`config.mk`:
```
export PLATFORM = sky130hd
export DESIGN_NAME = symbolic_qkd_bank_flat
export DESIGN_NICKNAME = d
export VERILOG_FILES = /design/src/rtl/symbolic_qkd_pkg.sv /design/src/rtl/symbolic_qkd_bank_if.sv /design/src/rtl/qkd_slot.sv /design/src/rtl/symbolic_qkd_bank.sv /design/src/flat_wrapper.sv
export SDC_FILE = /design/constraint.sdc
export NUM_CORES = 1
export LEC_CHECK = 0
export ABC_CLOCK_PERIOD_IN_PS = 10870
export CORE_MARGIN = 4
export CORE_UTILIZATION = 65
export CTS_BUF_LIST = sky130_fd_sc_hd__clkbuf_8
export DETAILED_ROUTE_END_ITERATION = 12
export GPL_TIMING_DRIVEN = 0
export PLACE_DENSITY = 0.87
export SETUP_SLACK_MARGIN = 0.02
export SKIP_LAST_GASP = 1
export SLEW_MARGIN = 0
export SYNTH_ARGS = -nofsm -noshare
export SYNTH_HDL_FRONTEND = slang
export SYNTH_SLANG_ARGS = --single-unit
```
`constraint.sdc`:
```
create_clock -name clk -period 10.87 [get_ports clk]
set_input_delay 1.6305 -clock clk [delete_from_list [all_inputs] [get_ports clk]]
set_output_delay 1.6305 -clock clk [all_outputs]
set_load 0.01 [all_outputs]
```
`src/rtl/symbolic_qkd_pkg.sv`:
```
// Shared types and helpers for the symbolic QKD family: slot lifecycle,
// per-slot metadata layout and the obfuscation LFSR step.
package symbolic_qkd_pkg;

  localparam int          LFSR_W    = 16;
  // Feedback taps at bits 15, 13, 12 and 10.
  localparam logic [15:0] LFSR_TAPS = 16'hB400;

  // Metadata fields are sized for the widest identity/time any instance may
  // use; narrower instances zero-extend, so the constant-zero bits fold away.
  localparam int META_ID_W   = 16;
  localparam int META_TIME_W = 16;

  typedef enum logic [1:0] {
    EMPTY,
    ARMED,
    COLLAPSED
  } slot_state_e;

  typedef struct packed {
    logic [1:0]             basis;
    logic [1:0]             phase;
    logic [META_ID_W-1:0]   id;
    logic [META_TIME_W-1:0] t_start;
    logic [META_TIME_W-1:0] t_end;
  } slot_meta_t;

  // One Fibonacci step: shift left, feed the tap parity into bit 0.
  function automatic logic [LFSR_W-1:0] lfsr_next(input logic [LFSR_W-1:0] s);
    return {s[LFSR_W-2:0], ^(s & LFSR_TAPS)};
  endfunction

endpackage

```
`src/rtl/symbolic_qkd_bank_if.sv`:
```
// Init / read / tamper bundle between the key-distribution controller and
// the slot bank. The controller side is master, the bank is slave.
interface symbolic_qkd_bank_if #(
  parameter int DATA_W    = 8,
  parameter int NUM_SLOTS = 4,
  parameter int SLOT_W    = (NUM_SLOTS > 1) ? $clog2(NUM_SLOTS) : 1,
  parameter int ID_W      = 4,
  parameter int TIME_W    = 8
);
  logic                 init;
  logic [SLOT_W-1:0]    init_slot;
  logic [ID_W-1:0]      init_id;
  logic [TIME_W-1:0]    init_t_start;
  logic [TIME_W-1:0]    init_t_end;
  logic                 read;
  logic [SLOT_W-1:0]    read_slot;
  logic [1:0]           basis_in;
  logic [1:0]           phase_in;
  logic [ID_W-1:0]      identity_in;
  logic [TIME_W-1:0]    time_in;
  logic                 fuse_blow;
  logic [DATA_W-1:0]    value_out;
  logic                 output_enable;
  logic                 pad_enable;
  logic                 fuse_fire;
  logic                 init_reject;
  logic [NUM_SLOTS-1:0] armed_mask;
  logic                 fuse_blown;

  modport master (
    output init, init_slot, init_id, init_t_start, init_t_end,
    output read, read_slot, basis_in, phase_in, identity_in, time_in,
    output fuse_blow,
    input  value_out, output_enable, pad_enable, fuse_fire, init_reject,
    input  armed_mask, fuse_blown
  );

  modport slave (
    input  init, init_slot, init_id, init_t_start, init_t_end,
    input  read, read_slot, basis_in, phase_in, identity_in, time_in,
    input  fuse_blow,
    output value_out, output_enable, pad_enable, fuse_fire, init_reject,
    output armed_mask, fuse_blown
  );
endinterface

```
`src/rtl/qkd_slot.sv`:
```
// One read-once secret: lifecycle FSM, stored value, randomised tags and
// identity/time policy, plus its own authorisation term for the current read.
module qkd_slot
  import symbolic_qkd_pkg::*;
#(
  parameter int DATA_W = 8,
  parameter int ID_W   = 4,
  parameter int TIME_W = 8
) (
  input  logic              clk,
  input  logic              reset,
  input  logic [DATA_W+3:0] rnd,          // low LFSR bits: value, basis, phase
  input  logic              arm,          // init accepted for this slot
  input  logic              read_hit,     // a read addresses this slot
  input  logic              kill,         // global tamper, now or latched
  input  logic [ID_W-1:0]   init_id,
  input  logic [TIME_W-1:0] init_t_start,
  input  logic [TIME_W-1:0] init_t_end,
  input  logic [1:0]        basis_in,
  input  logic [1:0]        phase_in,
  input  logic [ID_W-1:0]   identity_in,
  input  logic [TIME_W-1:0] time_in,
  output logic              armed,
  output logic              authorised,
  output logic [DATA_W-1:0] value
);

  slot_state_e state_q, state_d;
  slot_meta_t  meta_q;
  logic        collapse;
  logic [META_TIME_W-1:0] now;

  assign armed    = (state_q == ARMED);
  assign collapse = armed & read_hit;
  assign now      = META_TIME_W'(time_in);

  // An inverted window can never satisfy both bounds, so it never authorises.
  assign authorised = armed
                    & (basis_in == meta_q.basis)
                    & (phase_in == meta_q.phase)
                    & (META_ID_W'(identity_in) == meta_q.id)
                    & (now >= meta_q.t_start)
                    & (now <= meta_q.t_end);

  // Lifecycle state register.
  // NOTE: clocked state always uses <= so every register samples pre-edge values.
  always_ff @(posedge clk or posedge reset) begin
    if (reset) state_q <= EMPTY;
    else       state_q <= state_d;
  end

  // Next state: tamper dominates, a read collapses, an accepted init arms.
  // NOTE: hold-by-default assignment first keeps this block free of latches.
  always_comb begin
    state_d = state_q;
    if (kill) begin
      state_d = EMPTY;
    end else begin
      unique case (state_q)
        ARMED:   if (read_hit) state_d = COLLAPSED;
        default: if (arm)      state_d = ARMED;
      endcase
    end
  end

  // Secret and metadata: captured on arm, scrambled on collapse or tamper.
  // NOTE: value and tags are reset too, so no secret survives a reset cycle.
  always_ff @(posedge clk or posedge reset) begin
    if (reset) begin
      value  <= '0;
      meta_q <= '0;
    end else if (kill || collapse) begin
      value  <= rnd[DATA_W-1:0];
    end else if (arm) begin
      value          <= rnd[DATA_W-1:0];
      meta_q.basis   <= rnd[DATA_W+1:DATA_W];
      meta_q.phase   <= rnd[DATA_W+3:DATA_W+2];
      meta_q.id      <= META_ID_W'(init_id);
      meta_q.t_start <= META_TIME_W'(init_t_start);
      meta_q.t_end   <= META_TIME_W'(init_t_end);
    end
  end

endmodule

```
`src/rtl/symbolic_qkd_bank.sv`:
```
// Multi-slot symbolic QKD bank: free-running obfuscation LFSR, slot decode,
// read mux and registered release / collapse / reject pulses.
module symbolic_qkd_bank
  import symbolic_qkd_pkg::*;
#(
  parameter int          DATA_W    = 8,
  parameter int          NUM_SLOTS = 4,
  parameter int          SLOT_W    = (NUM_SLOTS > 1) ? $clog2(NUM_SLOTS) : 1,
  parameter int          ID_W      = 4,
  parameter int          TIME_W    = 8,
  parameter logic [15:0] LFSR_SEED = 16'hACE1
) (
  input logic               clk,
  input logic               reset,
  symbolic_qkd_bank_if.slave bus
);

  logic [LFSR_W-1:0]    lfsr_q;
  logic                 fuse_blown_q;
  logic                 kill;
  logic [NUM_SLOTS-1:0] armed, auth, read_hit, arm;
  logic [DATA_W-1:0]    slot_value [NUM_SLOTS];

  logic                 read_valid, init_valid;
  logic                 armed_at_init, armed_at_read, auth_at_read;
  logic [DATA_W-1:0]    value_at_read;
  logic                 init_accept, release_now, fire_now;

  logic [DATA_W-1:0]    value_q;
  logic                 enable_q, fire_q, reject_q;

  assign kill       = bus.fuse_blow | fuse_blown_q;
  assign read_valid = bus.read & ({1'b0, bus.read_slot} < (SLOT_W+1)'(NUM_SLOTS));
  assign init_valid = bus.init & ({1'b0, bus.init_slot} < (SLOT_W+1)'(NUM_SLOTS));

  // Free-running obfuscation source.
  always_ff @(posedge clk or posedge reset) begin
    if (reset) lfsr_q <= LFSR_SEED;
    else       lfsr_q <= lfsr_next(lfsr_q);
  end

  // Sticky tamper flag; only reset clears it.
  always_ff @(posedge clk or posedge reset) begin
    if (reset)              fuse_blown_q <= 1'b0;
    else if (bus.fuse_blow) fuse_blown_q <= 1'b1;
  end

  // Select the addressed slot's status and value for init and read.
  always_comb begin
    armed_at_init = 1'b0;
    armed_at_read = 1'b0;
    auth_at_read  = 1'b0;
    value_at_read = '0;
    for (int i = 0; i < NUM_SLOTS; i++) begin
      if (bus.init_slot == SLOT_W'(i)) armed_at_init = armed[i];
      if (bus.read_slot == SLOT_W'(i)) begin
        armed_at_read = armed[i];
        auth_at_read  = auth[i];
        value_at_read = slot_value[i];
      end
    end
  end

  // An armed target (even one collapsing this very edge) refuses the init.
  assign init_accept = init_valid & ~fuse_blown_q & ~armed_at_init;
  assign release_now = read_valid & auth_at_read & ~kill;
  assign fire_now    = read_valid & armed_at_read & ~fuse_blown_q;

  for (genvar g = 0; g < NUM_SLOTS; g++) begin : g_slot
    assign read_hit[g] = read_valid  & (bus.read_slot == SLOT_W'(g));
    assign arm[g]      = init_accept & (bus.init_slot == SLOT_W'(g));

    qkd_slot #(
      .DATA_W (DATA_W),
      .ID_W   (ID_W),
      .TIME_W (TIME_W)
    ) u_slot (
      .clk          (clk),
      .reset        (reset),
      .rnd          (lfsr_q[DATA_W+3:0]),
      .arm          (arm[g]),
      .read_hit     (read_hit[g]),
      .kill         (kill),
      .init_id      (bus.init_id),
      .init_t_start (bus.init_t_start),
      .init_t_end   (bus.init_t_end),
      .basis_in     (bus.basis_in),
      .phase_in     (bus.phase_in),
      .identity_in  (bus.identity_in),
      .time_in      (bus.time_in),
      .armed        (armed[g]),
      .authorised   (auth[g]),
      .value        (slot_value[g])
    );
  end

  // Registered outputs: true value only on an authorised read, else noise.
  always_ff @(posedge clk or posedge reset) begin
    if (reset) begin
      value_q  <= '0;
      enable_q <= 1'b0;
      fire_q   <= 1'b0;
      reject_q <= 1'b0;
    end else begin
      value_q  <= release_now ? value_at_read : lfsr_q[DATA_W-1:0];
      enable_q <= release_now;
      fire_q   <= fire_now;
      reject_q <= bus.init & ~init_accept;
    end
  end

  assign bus.value_out     = value_q;
  assign bus.output_enable = enable_q;
  assign bus.pad_enable    = enable_q & ~fuse_blown_q;
  assign bus.fuse_fire     = fire_q;
  assign bus.init_reject   = reject_q;
  assign bus.armed_mask    = armed;
  assign bus.fuse_blown    = fuse_blown_q;

endmodule

```
`src/flat_wrapper.sv`:
```
// flat-port wrapper written by rule: the top's interface ports become plain ports
module symbolic_qkd_bank_flat import symbolic_qkd_pkg::*;
#(
  parameter int          DATA_W    = 8,
  parameter int          NUM_SLOTS = 4,
  parameter int          SLOT_W    = (NUM_SLOTS > 1) ? $clog2(NUM_SLOTS) : 1,
  parameter int          ID_W      = 4,
  parameter int          TIME_W    = 8,
  parameter logic [15:0] LFSR_SEED = 16'hACE1
)
  (clk, reset, bus_init, bus_init_slot, bus_init_id, bus_init_t_start, bus_init_t_end, bus_read, bus_read_slot, bus_basis_in, bus_phase_in, bus_identity_in, bus_time_in, bus_fuse_blow, bus_value_out, bus_output_enable, bus_pad_enable, bus_fuse_fire, bus_init_reject, bus_armed_mask, bus_fuse_blown);
  symbolic_qkd_bank_if #(.DATA_W(DATA_W), .NUM_SLOTS(NUM_SLOTS), .SLOT_W(SLOT_W), .ID_W(ID_W), .TIME_W(TIME_W)) bus_i ();
  input logic clk;
  input logic reset;
  input wire logic [$bits(bus_i.init)-1:0] bus_init;
  input wire logic [$bits(bus_i.init_slot)-1:0] bus_init_slot;
  input wire logic [$bits(bus_i.init_id)-1:0] bus_init_id;
  input wire logic [$bits(bus_i.init_t_start)-1:0] bus_init_t_start;
  input wire logic [$bits(bus_i.init_t_end)-1:0] bus_init_t_end;
  input wire logic [$bits(bus_i.read)-1:0] bus_read;
  input wire logic [$bits(bus_i.read_slot)-1:0] bus_read_slot;
  input wire logic [$bits(bus_i.basis_in)-1:0] bus_basis_in;
  input wire logic [$bits(bus_i.phase_in)-1:0] bus_phase_in;
  input wire logic [$bits(bus_i.identity_in)-1:0] bus_identity_in;
  input wire logic [$bits(bus_i.time_in)-1:0] bus_time_in;
  input wire logic [$bits(bus_i.fuse_blow)-1:0] bus_fuse_blow;
  output wire logic [$bits(bus_i.value_out)-1:0] bus_value_out;
  output wire logic [$bits(bus_i.output_enable)-1:0] bus_output_enable;
  output wire logic [$bits(bus_i.pad_enable)-1:0] bus_pad_enable;
  output wire logic [$bits(bus_i.fuse_fire)-1:0] bus_fuse_fire;
  output wire logic [$bits(bus_i.init_reject)-1:0] bus_init_reject;
  output wire logic [$bits(bus_i.armed_mask)-1:0] bus_armed_mask;
  output wire logic [$bits(bus_i.fuse_blown)-1:0] bus_fuse_blown;
  assign bus_i.init = bus_init;
  assign bus_i.init_slot = bus_init_slot;
  assign bus_i.init_id = bus_init_id;
  assign bus_i.init_t_start = bus_init_t_start;
  assign bus_i.init_t_end = bus_init_t_end;
  assign bus_i.read = bus_read;
  assign bus_i.read_slot = bus_read_slot;
  assign bus_i.basis_in = bus_basis_in;
  assign bus_i.phase_in = bus_phase_in;
  assign bus_i.identity_in = bus_identity_in;
  assign bus_i.time_in = bus_time_in;
  assign bus_i.fuse_blow = bus_fuse_blow;
  assign bus_value_out = bus_i.value_out;
  assign bus_output_enable = bus_i.output_enable;
  assign bus_pad_enable = bus_i.pad_enable;
  assign bus_fuse_fire = bus_i.fuse_fire;
  assign bus_init_reject = bus_i.init_reject;
  assign bus_armed_mask = bus_i.armed_mask;
  assign bus_fuse_blown = bus_i.fuse_blown;
  symbolic_qkd_bank #(.DATA_W(DATA_W), .NUM_SLOTS(NUM_SLOTS), .SLOT_W(SLOT_W), .ID_W(ID_W), .TIME_W(TIME_W), .LFSR_SEED(LFSR_SEED)) u_core (.clk(clk), .reset(reset), .bus(bus_i));
endmodule
```
# After elaboration in Yosys (flattened, before gate mapping)
# Cells that the tools add are included.
dict set report totals {
  reg_bits 164
  latchBits 0
  ram_bits 0
  romBits 0
  output_inout_bits 17
  word_cells 181
  mem_count 0
}
dict set report op_classes {
  n_addsub 0
  mul 0
  n_div 0
  n_lt_le_gt_ge 8
  eq_ne 26
  n_shift 0
  muxes 41
  n_bitwise 49
  reduce_logical 23
}
# operator count
set ops {}
lappend ops {{$mux 8} 13}
lappend ops {{$and 1x1->1} 40}
lappend ops {{$ge 8x8->1} 4}
lappend ops {{$le 8x8->1} 4}
lappend ops {{$mux 2} 16}
lappend ops {{$eq 2x2->1} 8}
lappend ops {{$eq 4x4->1} 4}
lappend ops {{$reduce_and 2->1} 8}
lappend ops {{$reduce_xor 16->1} 1}
lappend ops {{$eq 2x1->1 const B} 6}
lappend ops {{$mux 1} 12}
lappend ops {{$reduce_bool 3->1} 4}
lappend ops {{$ne 3x2->1 const B} 3}
lappend ops {{$eq 2x2->1 const B} 4}
lappend ops {{$not 1->1} 8}
lappend ops {{$reduce_bool 2->1} 4}
lappend ops {{$logic_not 2->1} 2}
lappend ops {{$logic_or 1x1->1} 4}
lappend ops {{$ne 3x3->1 const B} 1}
lappend ops {{$or 1x1->1} 1}

# Depth between registers and ports, before layout
# Gate-level depths: netlist (run 1).
dict set report logic_depth {
  word_depth 13
  mapped_depth 9
}

# Cells and area by module
# A second synthesis (run 1) with hierarchy kept.
dict set report unflattened {
  hier_cells 645
  hier_area_um2 8733.4
}
# module instances cells_each area_each_um2
set modules_own_cells {}
lappend modules_own_cells {qkd_slot 4 143 1873.0}
lappend modules_own_cells {symbolic_qkd_bank 1 73 1241.2}

# Least setup slack after synthesis (run 1)
# No wires, ideal clock.
dict set report synth_path {
  path_type {input to register}
  startpoint {input port bus_time_in[0]}
  endpoint {register u_core.value_q[0] (netlist: u_core.bus.value_out[0])}
  setup_ns 0.124
  arrival_time_ns 3.546
  t_required_ns 10.746
  slack_ns 7.200
  path_stages 9
  n_path_buf 0
  path_cell_list {inv_1 > ha_1 > nand2b_1 > a2111o_1 > a31oi_1 > nor4_1 > a32oi_2 > o31ai_1 > a211o_1}
}
dict set report synth_via {
  elab_chain_len 10
  elab_cells_between_ends 23
}
# item line_no
set synth_rtl {}
lappend synth_rtl {{from (decl)} flat_wrapper.sv:25} ;# input wire logic [$bits(bus_i.time_in)-1:0] bus_time_in;
lappend synth_rtl {{$ge 8x8->1} qkd_slot.sv:42} ;# & (now >= meta_q.t_start)
lappend synth_rtl {{$and 1x1->1} qkd_slot.sv:42}
lappend synth_rtl {{$and 1x1->1} qkd_slot.sv:43} ;# & (now <= meta_q.t_end);
lappend synth_rtl {{$mux 1 (3 in a row)} symbolic_qkd_bank.sv:56} ;# if (bus.read_slot == SLOT_W'(i)) begin
lappend synth_rtl {{$mux 1 *} symbolic_qkd_bank.sv:56}
lappend synth_rtl {{$and 1x1->1 * (2 in a row)} symbolic_qkd_bank.sv:66} ;# assign release_now = read_valid & auth_at_read & ~kill;
lappend synth_rtl {{$mux 8 *} symbolic_qkd_bank.sv:105} ;# value_q <= release_now ? value_at_read : lfsr_q[DATA_W-1:0];
lappend synth_rtl {{to (signal assigned)} symbolic_qkd_bank.sv:105}
lappend synth_rtl {{to (decl)} symbolic_qkd_bank.sv:29} ;# logic [DATA_W-1:0] value_q;
# Mark *: on every way between the ends. The rest lies on a longest branch, timed or not.
# A chain may end at the register's enable or synchronous reset.

# Worst setup path after layout (run 1)
dict set report layout_path {
  startpoint {input port bus_time_in[3]}
  endpoint {register u_core.value_q[2] (netlist: u_core.bus.value_out[2])}
}
# The elaborated chain is that of the path after synthesis.

==> results of run 1 <==
worst min path at each step:
stage,startpoint,end,slack (ns),cells past startpoint
final,u_core.lfsr_q[14]$_DFF_PP0_,u_core.lfsr_q[15]$_DFF_PP1_,0.36,0
after global routing,u_core.lfsr_q[14]$_DFF_PP0_,u_core.lfsr_q[15]$_DFF_PP1_,0.37,0
after CTS,u_core.lfsr_q[14]$_DFF_PP0_,u_core.lfsr_q[15]$_DFF_PP1_,0.36,0
after detailed placement,u_core.lfsr_q[14]$_DFF_PP0_,u_core.lfsr_q[15]$_DFF_PP1_,0.35,0
after global placement,u_core.lfsr_q[14]$_DFF_PP0_,u_core.lfsr_q[15]$_DFF_PP1_,0.34,0
after floorplan,u_core.lfsr_q[14]$_DFF_PP0_,u_core.lfsr_q[15]$_DFF_PP1_,0.33,0
Yosys cell counts (all sizes together) (2+ instances only):
cell and count:
dfstp 8, buf 9, ha 64, nand3 15, nand4b 2, mux2i 16, nor4 4, o21ai 36
o211ai 5, or4 2, xnor2 23, nor2b 10, a21o 3, mux2 100, nand2b 5, or2 2
a21oi 31, a31oi 3, nor3b 2, nor3 15, nor4b 2, nand3b 2, nand2 62, a211oi 3
o31ai 10, o21a 2, inv 68, nor2 18, dfrtp 156, a32oi 4, nand4 14, and2 4
xor2 12, clkbuf 15, a211o 8
flip-flops by register name (all words and copies together) (netlist names):
| signal | flops |
|---|---|
| u_core.lfsr_q | 16 |
| u_core.g_slot.u_slot.state_q | 8 |
| u_core.g_slot.u_slot.value | 32 |
| u_core.bus.output_enable | 1 |
| u_core.bus.fuse_blown | 1 |
| u_core.g_slot.u_slot.meta_q | 96 |
| u_core.bus.init_reject | 1 |
| u_core.bus.value_out | 8 |
| u_core.bus.fuse_fire | 1 |
per-layer routing:
| layer | global-route usage (%) | share of wire [%] |
|---|---|---|
| met1 | 38.1 | 41 |
| met2 | 46.5 | 48 |
| met3 | 5.62 | 7.0 |
| met4 | 13.4 | 3.8 |
| met5 | 0 | 0 |
power by group through the flow:
stage,clock [uW],sequential (uW),combinational (uW)
after global placement,0,630,91.4
after detailed placement,0,630,98.2
after CTS,475,618,99.1
after global routing,505,619,110
final,472,618,99.3
after floorplan,0,629,52.4
layout by cell type, fill, tap and decap left out, drive strengths merged, types with 4 or more instances in the layout:
cell type,n
inv,68
nor3,15
nor2,18
dfstp,8
nor2b,10
o21ai,36
clkdlybuf4s50,59
bufinv,4
ha,64
clkbuf,32
mux2,100
a32oi,4
dfrtp,156
nand2,62
a211o,8
mux2i,16
clkinv,7
buf,10
nand3,15
o211ai,5
o31ai,10
a21oi,31
clkinvlp,4
nand2b,5
xor2,12
and2,4
nor4,4
xnor2,23
nand4,14
logic make-up (layout without fill, tap and decap cells):
group	after synthesis	in the layout	share of synthesized area (%)
flops	164	164	48.9
simple gates	161	161	9.69
mux	116	116	15.3
compound gates	113	113	8.67
buf+inv	92	184	4.34
fa+ha+maj	64	64	9.51
xor+xnor	35	35	3.64
worst reg2reg max path, cell delays in order, from the launching register on:
cell	delay (ns)
dfrtp_1	0.38
ha_1	0.26
nand2b_1	0.17
a2111oi_0	0.51
or4_1	0.18
o211ai_1	0.20
a32oi_2	0.63
o31ai_1	0.17
a211o_1	0.29
stage by stage:
step | instance area (um^2) | util [%]
3_3_place_gp | 9220 | 72.8
3_5_place_dp | 9260 | 73.1
6_report | 9680 | 76.4
4_1_cts | 9680 | 76.4
5_1_grt | 9680 | 76.4
2_1_floorplan | 8420 | -
cell type report:
class	count	area, um^2
tap	172	215
fill	828	2990
inverter	68	260
clock inverter	15	189
timing repair buffer	60	618
sequential	164	4110
buffer	24	110
multi-input combinational	489	3940
clock buffer	17	234
==> metrics.yaml, run 1 <==
sta:
  fin_tns_setup_ns: 0
  fin_ws_ns: 6.35
  hold_violations: 0
  timing.hold.ws_ns: 0.355
  rsz0062_at_grt: "no"
  setup_violations: 0
  worstMarginPinSlew_ns: 0.918
  fin_crit_sh_pct: 41.5
  max_slew_margin_pct: 38.8
  min_period_ns: 4.52
  fin_skew_ns: 0.00739
  drv_slew: 0
  max_freq_ghz: 0.221
placement:
  hpwl_um: 14400
  dp_slack_ns: 6.00
  dp.cells: 977
  gp_congestion: 0.870
  port_buffers: 59
run_status:
  status: "finished clean"
die:
  io_pins: 62
  die_height_um: 122
  std_cell_rows: 41
  die_area_um2: 14800
  core-area_um2: 12700
  initial_core_util_pct: 66.4
  die_x_um: 122
logic_synthesis:
  ys_top_cells_by_area: "dfrtp_1 (46%), mux2_2 (13%), ha_1 (9.5%), inv_1 (3.0%), nand2_1 (2.8%)"
  netlist_area_um2: 8420
  synth_edf_count: 0
  synth-main-ff-cell: "dfrtp_1"
  synth_cell_types: 53
  synth_top_area_share_pct: 46.4
  ys_ff_latch: 164
  synthCells: 745
  synth.avg_cell_area_um2: 11.3
  yosysSeqAreaShare_pct: 48.9
  yosys_warnings: 0
  syn_nets: 854
  async_reset_ff_share_pct: 100
  yosysTopAreaCell: "dfrtp_1"
worst_setup_path:
  reg2reg_from: "u_core.g_slot[0].u_slot.meta_q[16]$_DFFE_PP0P_"
  startpoint: "bus_time_in[3]"
  path_buf_inv: 1
  crit_end: "u_core.bus.value_out[2]$_DFF_PP0_"
  max_stage_delay_ns: 0.78
  rrSetupSlack_ns: 7.95
  path_depth: 9
  worstPathCellList: "clkdlybuf4s50_1, ha_1, a211oi_1, o21a_1, o21ai_0, and2_1, a32oi_2, o221a_4, a211o_1"
  crit_type: "input pin to flip-flop"
  crit_path_end_kind: "flip-flop"
  cp.arrival_ns: 4.92
  crit_fanout: 9
  r2r-end: "u_core.bus.value_out[1]$_DFF_PP0_"
  cp-start-kind: "input pin"
  critPathSlowestCell: "clkdlybuf4s50_1"
  required_ns: 11.27
  critPathTopFamily: "compound AO/OA/AOI/OAI gates"
  r2r_cells: 8
clock_network:
  cts.path.max_buffers: 2
  ctsResizeCount: 0
  cts-hold-fix-buffers: 0
  cts.sinks: 164
  clk_latency_ns: 0.46
  cts_setup_buffers: 0
  cts_buffers: 17
  cts_root_buffer: "clkbuf_8"
  path_clk_slew_ns: 0.08
  ctsHtreeMaxLevel: 4
  cts_tree: "done"
routing:
  drtIter0Drc: 547
  avgViaCountPerCell: 6.01
  drt-wirelength-per-cell_um: 19.8
  dr_total_vias: 6067
  routed_wl_um: 19900
  drc_errors: 0
  final_antenna_net_count: 0
  dr.pass1.iters: 5
pwr:
  switching_share_pct: 24.0
  fin_total_pwr_uw: 1190
  combPwrFrac_pct: 8.4
  peakVddDrop_uv: 86.7
  intPower_uw: 903
  p_clk_share_pct: 39.7
  p_sw_uw: 286
  p_seq_share_pct: 52.0
  power.density_nw_per_um2: 123
  power_leakage_uw: 0.00462
grt:
  grt_overflow: 0
  grt_pass1_vias: 6393
  grt_max_degree: 93
  grt_util_all_layers_pct: 28.9
  antenna_found_initial: 0
  grt_pass1_wl_um: 32500
hold_path:
  hold_class: "flip-flop to flip-flop"
final_layout:
  nNetsFinal: 933
  diodes: 0
  drive_above_1_share_pct: 19.1
  layout.cells.non_filler: 1009
  area_growth_pct: 15.0
flow_run:
  max_cap_violations: 0
Note: power is estimated with default switching activity, not from simulation.
==> run 2: changes to the inputs <==
Settings changed: ABC_CLOCK_PERIOD_IN_PS 10870 to 3700, CORE_UTILIZATION 65 to 55, PLACE_DENSITY 0.87 to 0.79.
Clock period 10.87 ns to 3.7 ns, I/O delays scaled along.
==> run 2 against run 1 <==
Compared with the run above: cell count grew 1.4%; global-route usage shrank 5.3 points; critical path type unchanged; via count grew 0.25%; largest cell class unchanged; final area grew 0.49%; sequential share of layout area shrank 0.21 points; non-clock buffer count grew 2; critical path depth is the same; clock-buffer cell count is the same; core utilization shrank 10 points; register-to-register slack lost 7.2 ns; sequential power grew to 2.9 times the previous value; clock skew grew 0.0061 ns.
==> metrics.yaml, run 2 (synthesis results as in run 1) <==
clock_network:
  cts_root_buffer: "clkbuf_8"
  cts-hold-fix-buffers: 0
  ctsHtreeMaxLevel: 4
  ctsResizeCount: 0
  cts.path.max_buffers: 2
  cts_tree: "done"
  cts_setup_buffers: 0
  cts_buffers: 17
  cts.sinks: 164
  path_clk_slew_ns: 0.08
  clk_latency_ns: 0.48
sta:
  drv_slew: 0
  min_period_ns: 3.33
  setup_violations: 0
  fin_crit_sh_pct: 90.0
  worstMarginPinSlew_ns: 0.898
  fin_skew_ns: 0.0135
  max_slew_margin_pct: 40.1
  hold_violations: 0
  fin_tns_setup_ns: 0
  rsz0062_at_grt: "no"
  max_freq_ghz: 0.300
worst_setup_path:
  crit_path_end_kind: "flip-flop"
  cp-start-kind: "input pin"
  cp.arrival_ns: 3.73
  r2r_cells: 8
  crit_fanout: 9
  crit_type: "input pin to flip-flop"
  required_ns: 4.10
routing:
  drc_errors: 0
  routed_wl_um: 19700
  drtIter0Drc: 432
  dr.pass1.iters: 6
  drt-wirelength-per-cell_um: 19.3
  avgViaCountPerCell: 5.95
  final_antenna_net_count: 0
  dr_total_vias: 6082
final_layout:
  layout.cells.non_filler: 1023
  area_growth_pct: 15.5
  layout_commonest_cell: "dfrtp_1"
  stdcell_area_um2: 9730
  top_register: "u_core.g_slot.u_slot.meta_q"
  nNetsFinal: 935
  diodes: 0
  largest_reg_flops: 96
  final_util_pct: 65.9
  largestRegisters: "u_core.g_slot.u_slot.meta_q (96), u_core.g_slot.u_slot.value (32), u_core.lfsr_q (16)"
  final_cell_mix: "dfrtp_1 (156), mux2_2 (100), inv_1 (68)"
  drive_above_1_share_pct: 19.1
die:
  die_height_um: 132
  std_cell_rows: 44
  core-area_um2: 14800
  io_pins: 62
  initial_core_util_pct: 57.1
  die_area_um2: 17300
  die_x_um: 132
pwr:
  power.density_nw_per_um2: 361
  peakVddDrop_uv: 232
  fin_total_pwr_uw: 3510
  power_leakage_uw: 0.00465
grt:
  grt_overflow: 0
  antenna_found_initial: 0
  grt_util_all_layers_pct: 23.6
  grt_pass1_wl_um: 32400
  grt_pass1_vias: 6258
  grt_max_degree: 45
hold_path:
  holdPathStages: 0
  hold_class: "flip-flop to flip-flop"
run_status:
  status: "finished clean"
placement:
  placed_cell_area_um2: 9300
  hpwl_um: 14200
  dp.cells: 991
  port_buffers: 59
  gp_congestion: 0.902
flow_run:
  max_cap_violations: 0
[run 2: cell types whose count changed in the layout (fill, tap and decap cells not counted), sizes merged]
| cell | previous run | this run |
|---|---|---|
| inv | 68 | 71 |
| clkinvlp | 4 | 2 |
| buf | 10 | 12 |
| clkinv | 7 | 6 |
[run 2: metrics by stage]
step	hold WS, ns	worst slack (ns)
after global routing	0.388	0.231
after CTS	0.378	0.415
after global placement	0.337	-0.171
after detailed placement	0.351	-0.0997
after floorplan	0.333	1.07
final	0.372	0.370
[run 2: path summary, 6_finish.rpt]
check / start / end / slack (ns)
setup reg to reg: u_core.g_slot[1].u_slot.meta_q[16]$_DFFE_PP0P_ / u_core.bus.value_out[0]$_DFF_PP0_ / 0.80
setup / recovery: bus_time_in[3] / u_core.bus.value_out[0]$_DFF_PP0_ / 0.37
hold reg to reg: u_core.lfsr_q[14]$_DFF_PP0_ / u_core.lfsr_q[15]$_DFF_PP1_ / 0.37
min in group asynchronous: reset / u_core.g_slot[1].u_slot.meta_q[21]$_DFFE_PP0P_ / 0.60
max in group asynchronous: reset / u_core.g_slot[0].u_slot.meta_q[32]$_DFFE_PP0P_ / 2.12
hold / removal: u_core.lfsr_q[14]$_DFF_PP0_ / u_core.lfsr_q[15]$_DFF_PP1_ / 0.37
[run 2: final cells by class]
| class | instances | area [um^2] |
|---|---|---|
| Clock inverter | 15 | 190 |
| Multi-Input combinational cell | 489 | 3940 |
| Tap cell | 184 | 230 |
| Buffer | 24 | 110 |
| Timing Repair Buffer | 62 | 651 |
| Fill cell | 1103 | 5030 |
| Inverter | 68 | 259 |
| Clock buffer | 17 | 234 |
| Sequential cell | 164 | 4110 |
[run 2: worst max-delay path: stages]
cell and delay (ns):
clkdlybuf4s50_1 0.75, ha_1 0.33, a211oi_1 0.27, o21a_1 0.24
o21ai_0 0.22, and2_1 0.24, a32oi_2 0.56, o221a_4 0.39
a211o_1 0.16
[run 2: per-layer routing]
| layer | global-route usage (%) | up-vias | part of all wire, % | routed length (um) |
|---|---|---|---|---|
| met5 | 0 | - | 0 | 0 |
| met4 | 9.33 | 0 | 2.8 | 551 |
| met3 | 4.43 | 44 | 5.3 | 1040 |
| met2 | 38.4 | 213 | 48 | 9380 |
| met1 | 31.4 | 3056 | 44 | 8730 |
| li1 | - | 2769 | - | - |
[run 2: where the power goes]
part	total (uW)	internal, uW	switching, uW
clock network	1400	730	670
logic	295	122	173
registers	1820	1810	7.06
total	3510	2660	850
